`src/rtl/branch_resolver.sv`:
```
// Branch resolver: queues fetch-time predictions, compares them with execute outcomes,
// drives predictor updates and flushes/stalls fetch on a mispredict. Optional counters: BRANCH_RESOLVER_STATS_EN.
module branch_resolver #(
  parameter int DEPTH       = 4,
  parameter int RECOVER_CYC = 3,
  parameter int CNT_W       = 8
) (
  input  logic                       clk,
  input  logic                       reset,
  input  logic                       pred_valid,
  input  logic                       pred_taken,
  output logic                       pred_ready,
  input  logic                       res_valid,
  input  logic                       res_taken,
  output logic                       upd_valid,
  output logic                       upd_taken,
  output logic                       mispredict,
  output logic                       underflow,
  output logic [$clog2(DEPTH):0]     pending,
  output logic [CNT_W-1:0]           branch_cnt,
  output logic [CNT_W-1:0]           miss_cnt
);

  localparam int AW = $clog2(DEPTH);
  localparam int RW = (RECOVER_CYC > 1) ? $clog2(RECOVER_CYC) : 1;

  typedef enum logic {RUN = 1'b0, RECOVER = 1'b1} state_t;

  state_t          state;
  logic [RW-1:0]   rec_cnt;
  logic [AW-1:0]   wr_ptr;
  logic [AW-1:0]   rd_ptr;
  logic [AW:0]     occ;
  logic            mem [DEPTH];

  logic            push_p0;
  logic            pop_p0;
  logic            miss_p0;
  logic            upd_vld_p1;
  logic            upd_taken_p1;
  logic            miss_p1;
  logic            underflow_q;

  // Stage 0: queue handshake and compare against the oldest prediction
  assign pred_ready = (state == RUN) && (occ != (AW+1)'(DEPTH));
  assign push_p0    = pred_valid && pred_ready;
  assign pop_p0     = res_valid && (occ != '0);
  assign miss_p0    = pop_p0 && (mem[rd_ptr] != res_taken);

  always_ff @(posedge clk) begin
    if (push_p0 && !miss_p0)
      mem[wr_ptr] <= pred_taken;
  end

  always_ff @(posedge clk or negedge reset) begin
    if (!reset) begin
      wr_ptr <= '0;
      rd_ptr <= '0;
      occ    <= '0;
    end else if (miss_p0) begin
      // Everything younger than a wrong prediction is on the wrong path, including a same-cycle push
      wr_ptr <= '0;
      rd_ptr <= '0;
      occ    <= '0;
    end else begin
      if (push_p0)
        wr_ptr <= wr_ptr + AW'(1);
      if (pop_p0)
        rd_ptr <= rd_ptr + AW'(1);
      if (push_p0 && !pop_p0)
        occ <= occ + (AW+1)'(1);
      else if (pop_p0 && !push_p0)
        occ <= occ - (AW+1)'(1);
    end
  end

  always_ff @(posedge clk or negedge reset) begin
    if (!reset) begin
      state   <= RUN;
      rec_cnt <= '0;
    end else begin
      case (state)
        RUN: begin
          if (miss_p0) begin
            state   <= RECOVER;
            rec_cnt <= RW'(RECOVER_CYC - 1);
          end
        end
        RECOVER: begin
          if (rec_cnt == '0)
            state <= RUN;
          else
            rec_cnt <= rec_cnt - RW'(1);
        end
        default: state <= RUN;
      endcase
    end
  end

  // Stage 1: registered update strobe, mispredict pulse and sticky underflow
  always_ff @(posedge clk or negedge reset) begin
    if (!reset) begin
      upd_vld_p1   <= 1'b0;
      upd_taken_p1 <= 1'b0;
      miss_p1      <= 1'b0;
      underflow_q  <= 1'b0;
    end else begin
      upd_vld_p1   <= pop_p0;
      upd_taken_p1 <= pop_p0 && res_taken;
      miss_p1      <= miss_p0;
      if (res_valid && (occ == '0))
        underflow_q <= 1'b1;
    end
  end

  assign upd_valid  = upd_vld_p1;
  assign upd_taken  = upd_taken_p1;
  assign mispredict = miss_p1;
  assign underflow  = underflow_q;
  assign pending    = occ;

`ifdef BRANCH_RESOLVER_STATS_EN
  logic [CNT_W-1:0] branch_cnt_q;
  logic [CNT_W-1:0] miss_cnt_q;

  always_ff @(posedge clk or negedge reset) begin
    if (!reset) begin
      branch_cnt_q <= '0;
      miss_cnt_q   <= '0;
    end else begin
      if (pop_p0 && (branch_cnt_q != '1))
        branch_cnt_q <= branch_cnt_q + CNT_W'(1);
      if (miss_p0 && (miss_cnt_q != '1))
        miss_cnt_q <= miss_cnt_q + CNT_W'(1);
    end
  end

  assign branch_cnt = branch_cnt_q;
  assign miss_cnt   = miss_cnt_q;
`else
  assign branch_cnt = '0;
  assign miss_cnt   = '0;
`endif

endmodule

```
`config.mk`:
```
export PLATFORM = sky130hd
export DESIGN_NAME = branch_resolver
export DESIGN_NICKNAME = d
export VERILOG_FILES = /design/src/rtl/branch_resolver.sv
export SDC_FILE = /design/constraint.sdc
export NUM_CORES = 1
export LEC_CHECK = 0
export BUFFER_PORTS_ARGS = -buffer_cell sky130_fd_sc_hd__clkbuf_2
export CAP_MARGIN = 25
export CELL_PAD_IN_SITES_DETAIL_PLACEMENT = 0
export CELL_PAD_IN_SITES_GLOBAL_PLACEMENT = 1
export CORE_MARGIN = 8
export CORE_UTILIZATION = 26
export CTS_CLUSTER_DIAMETER = 100
export CTS_CLUSTER_SIZE = 25
export DETAILED_ROUTE_END_ITERATION = 6
export PLACE_DENSITY = 0.67
export REMOVE_ABC_BUFFERS = 1
export SLEW_MARGIN = 20
export SYNTH_ARGS = -nofsm -noshare
export SYNTH_HDL_FRONTEND = slang
export SYNTH_SLANG_ARGS = --single-unit
export TNS_END_PERCENT = 50
```
`constraint.sdc`:
```
create_clock -name clk -period 5.6 [get_ports clk]
set_input_delay 0.56 -clock clk [delete_from_list [all_inputs] [get_ports clk]]
set_output_delay 0.56 -clock clk [all_outputs]
set_load 0.01 [all_outputs]
```
**Word level (Yosys, flattened, before mapping)**

Memory sizes are Yosys's and may differ from the RTL's.
Index checks and enable logic that the tools add are counted.

- Register bits: 14
- RAM bits: 4
- Input bits: 6
- Output and inout bits: 24
- Word-level logic and storage cells: 54
- Memories kept: 1

Memories:

| name | words | width | rd ports | clocked after Yosys merged registers in | wr ports | RTL line | source |
|---|---|---|---|---|---|---|---|
| mem | 4 | 1 | 1 | 0 | 1 | 34 | `logic mem [DEPTH];` |

- Add/sub/neg operators: 5
- Equal/unequal tests: 4
- Multiplexer cells: 15
- Bitwise logic cells: 1
- Reductions and logical operators: 19

Operators by type and width:

| operator | count |
|---|---|
| $mux 2 | 6 |
| $logic_and 1x1->1 | 9 |
| $mux 3 | 3 |
| $reduce_bool 3->1 | 2 |
| $add 2x1->2 const B | 2 |
| $mux 1 | 4 |
| $ne 2x2->1 const B | 2 |
| $pmux 2 s2 | 1 |
| $reduce_bool 2->1 | 2 |
| $add 3x1->3 const B | 1 |
| $logic_not 1->1 | 3 |
| $logic_not 3->1 | 1 |
| $ne 3x3->1 const B | 1 |
| $sub 3x1->3 const B | 1 |
| $logic_not 2->1 | 1 |
| $pmux 1 s2 | 1 |
| $reduce_and 2->1 | 1 |
| $sub 2x1->2 const B | 1 |
| $ne 1x1->1 | 1 |
| $not 1->1 | 1 |

**Depth between registers and ports, before layout**

- Depth after elaboration: 8
- Mapped depth: 9
- Depth with buffers taken out: 8

**Worst setup path after synthesis**

No wires, ideal clock.

- Path type: register to register
- Start: register state
- End: register occ[1] (netlist: pending[1])
- Library setup time: 90 ps
- Arrival: 1901 ps
- Data required time: 5510 ps
- Path slack: 3609 ps
- Cell stages (with the launch flop): 10
- Buffers on the path: 1
- Period minus slack after synthesis: 1991 ps
- Cells stage by stage: dfrtp_1 > clkbuf_1 > nand2b_1 > a21oi_2 > nand2_1 > inv_1 > fa_1 > a21oi_1 > nand3_1 > o221ai_1

- Word-level cells in the longest chain between the ends: 6
- Elaborated cells on any way between the ends: 9
- Those cells by class: mux: 2; bitwise: 1; reduce/logical: 6

RTL lines:

| what | RTL line | source |
|---|---|---|
| from (decl) | 29 | `state_t state;` |
| from (signal assigned) | 79 | `state <= RUN;` |
| from (signal assigned) | 85 | `state <= RECOVER;` |
| from (signal assigned) | 91 | `state <= RUN;` |
| $not 1->1 * | -- |  |
| $logic_and 1x1->1 * | 45 | `assign pred_ready = (state == RUN) && (occ != (AW+1)'(DEPTH));` |
| $logic_and 1x1->1 * | 46 | `assign push_p0 = pred_valid && pred_ready;` |
| $logic_and 1x1->1 or $logic_not 1->1 (tied branches) | 70, 72 |  |
| $mux 3 or $logic_and 1x1->1 (tied branches) | 70, 72 |  |
| $mux 3 or $reduce_bool 3->1 (tied branches) | -- |  |
| to (signal assigned) | 71 | `occ <= occ + (AW+1)'(1);` |
| to (signal assigned) | 73 | `occ <= occ - (AW+1)'(1);` |
| to (decl) | 33 | `logic [AW:0] occ;` |

Mark *: on every way between the ends. The rest lies on a longest branch, timed or not.
A chain may end at the register's enable or synchronous reset.

**Worst setup path after layout**

Same ends and word-level chain as after synthesis.

==> results.md <==
* Placed insts at 174
* HPWL after detailed placement at 1820 um
* Setup TNS at 0 ps
* Lkg Pwr at 0.000588 uW
* CP Capture Type: flop
* Slowest cell on crit path: dfrtp_1
* Global-route usage over all layers at 0.0669
* Max-slew violation count at 0
* Area growth from synthesis to layout at 7.77%
* EDFF count, synth at 4
* Worst r2r src: state
* Final hold violation count at 0
* Hold_ws at 205 ps
* Top cells by count, synth: 16 x buf_4, 14 x dfrtp_1, 9 x inv_1
* Full die area at 7000 um^2
* PwrDens at 506 nW/um^2
* Vias in the first global route at 855
* Ys flop type: dfrtp_1
* Synth Register Bits at 18
* Final Non-Filler Cells at 178
* Critical Path AT at 2390 ps
* Nets at 139
* Pre-antenna DRT Iters at 4
* Total congestion overflow at 0
* Count leader, synth: buf_4
* CTS Hold Bufs at 0
* Core ar. at 4380 um^2
* Initial DRC count at 34
* Mapped Cells at 113
* Worst Path Buf+Inv at 1
* Critical path required time at 5770 ps
* Buffer levels on the longest clock path at 2
* Drt drc at 0
* Share of cells above drive strength 1 at 0.206
* Cts bufs inserted at 3
* Final period util at 0.397
* Crit path launch: state
* Routed vias at 799
* Synth Area in Simple Gates at 0.133
* Clk slew on worst S/H paths at 70 ps
* WL/cell at 13.1 um
* Num rows at 24
* Final setup vio count at 0
* Crit-path max cell delay at 500 ps
* Crit path max fanout at 9
* Compound-Gate Fraction of Synth Area at 0.141
* CTS tree: built
* Outcome: complete, no violations
* Routability Congestion at 0.711
* N_diodes at 0
* Ranking of synthesized cells by area: dfrtp_1 29%, buf_4 10%, edfxtp_1 10%, ha_1 5.3%, o31ai_4 3.6%
* Crit path time final at 2220 ps
* Largest net degree at the start of global routing at 15
* Fillers at 475
* Global-route wire length before repair at 3980 um
* Post-CTS Repair Setup Buffers at 0
* Cts repair resizes at 0
* Initial antenna violation count at 0
* CTS sink count at 18
* Largest family of logic cells by synthesized area: buffers and inverters
* WL final at 2330 um
* Htree depth at 1
* Seq/Total Area, Yosys at 0.395
* WS Path Type: reg -> reg
* Xor-xnor portion of the synthesized cell area at 0.0525
* Die Wd at 83.7 um
* CP Launch Type: flop
* Mean Syn Cell Area at 10.5 um^2
* Worst IR drop on VDD at 0.192 mV
* Worst R2R End: pending[1]
* Crit path cell chain: nand2b_1 -> a21oi_2 -> nand2_1 -> inv_1 -> fa_1 -> a21oi_1 -> nand3_1 -> o221ai_1
* Syn. warnings at 0
* CP top delay family: compound AO/OA/AOI/OAI gates
* CP Depth at 8
* Die Ht at 83.7 um
* Cell taking the most area after synthesis: dfrtp_1
* Top-Level Pins at 30
* I/O Buffers at 13
* Via density at 4.49
* Clock skew at 7.15 ps
* Root Buffer: clkbuf_8
* Adder-cell share of the synthesized area at 0.0693
* ANT nets after route at 0
* Cell Area, Synth at 1190 um^2
* Max-Cap Viols at 0
* Later-pin clock latency in the skew report at 250 ps
* Fmax at 0.450 GHz
* Initial Util at 0.272
* Ys async rst share at 0.778
* Multiplexer share of the synthesized area at 0.0525
* Worst-case reg-to-reg path depth at 8
* Distinct cells, synth at 42
* Worst min path class: in -> async
* Share of the synthesized area in the top cell type at 0.294
* RSZ-0062 raised after global routing: no
* R2R setup slack at 3380 ps
* CP endpoint: pending[1]
-- layer usage --
layer	global-route usage	vias to the layer above	routed length, um
li1	-	384	-
met1	0.0793	386	1110
met2	0.112	27	1080
met3	0.0273	2	140
met4	0.00942	0	5
met5	0	-	0
-- flip-flops by register name, summed over array words and instances (netlist names) --
name,count
mem,4
mispredict,1
pending,3
rd_ptr,2
rec_cnt,2
state,1
underflow,1
upd_taken,1
upd_valid,1
wr_ptr,2
-- cell usage in the layout, fill, tap and decap left out, types with 2 or more instances in the layout --
cell | synthesis | final
nor2_1 | 6 | 6
a21oi_1 | 4 | 4
edfxtp_1 | 4 | 4
dfrtp_1 | 14 | 14
and3_1 | 5 | 5
a31oi_1 | 2 | 2
xnor2_1 | 3 | 3
clkbuf_8 | 0 | 3
clkinv_1 | 1 | 2
inv_1 | 9 | 9
a41oi_1 | 2 | 2
ha_1 | 5 | 5
mux2i_1 | 4 | 4
nand2_1 | 6 | 6
o21ai_0 | 2 | 2
conb_1 | 1 | 16
clkbuf_2 | 0 | 13
o221ai_1 | 2 | 2
o31ai_4 | 2 | 2
-- area by class of cell --
class / count / area [um^2] / area share
inverters: 11 / 43.8 / 0.0341
clock inverters: 1 / 3.75 / 0.00292
repair buffers: 13 / 65.1 / 0.0507
flip-flops and latches: 18 / 470 / 0.366
multi-input cells: 80 / 594 / 0.463
well taps: 52 / 65.1 / 0.0507
clock buffers: 3 / 41.3 / 0.0322
-- kinds of logic (layout without fill, tap and decap cells) --
| kind of cell | after synthesis | in the layout |
|---|---|---|
| buf+inv | 30 | 28 |
| xor+xnor | 5 | 5 |
| fa+ha+maj | 6 | 6 |
| compound gates | 19 | 19 |
| mux | 5 | 5 |
| flops | 18 | 18 |
| simple gates | 29 | 29 |
| other cells | 1 | 16 |
-- power breakdown --
part | switching [uW] | leakage (uW) | internal, uW
Clock | 43.6 | 0.0000231 | 48.7
Combinational | 171 | 0.000359 | 143
Sequential | 63.3 | 0.000206 | 179
Total | 278 | 0.000588 | 371
-- worst reg2reg max path: stages (launching register included) --
cell	delay, ps
dfrtp_1	500
nand2b_1	270
a21oi_2	410
nand2_1	140
inv_1	90
fa_1	430
a21oi_1	140
nand3_1	90
o221ai_1	80
-- stage by stage --
step / power, uW / cell area, um^2 / worst slack, ps / utilization
floorplan: 477 / 1110 / 3680 / -
global placement: 549 / 1240 / 3440 / 0.283
detailed placement: 562 / 1240 / 3370 / 0.283
CTS: 658 / 1280 / 3360 / 0.293
global route: 712 / 1280 / 3200 / 0.293
finish: 649 / 1280 / 3380 / 0.293
-- how the worst min path moves through the flow --
stage / from / endpoint / slack (ps) / cells after the start
6_report: reset / pending[2] / 210 / 1
5_1_grt: reset / pending[2] / 230 / 1
4_1_cts: reset / pending[2] / 210 / 1
3_5_place_dp: underflow / underflow / 470 / 1
3_3_place_gp: underflow / underflow / 460 / 1
2_1_floorplan: reset / mispredict / 260 / 0
Power figures use the tool's default switching activity.
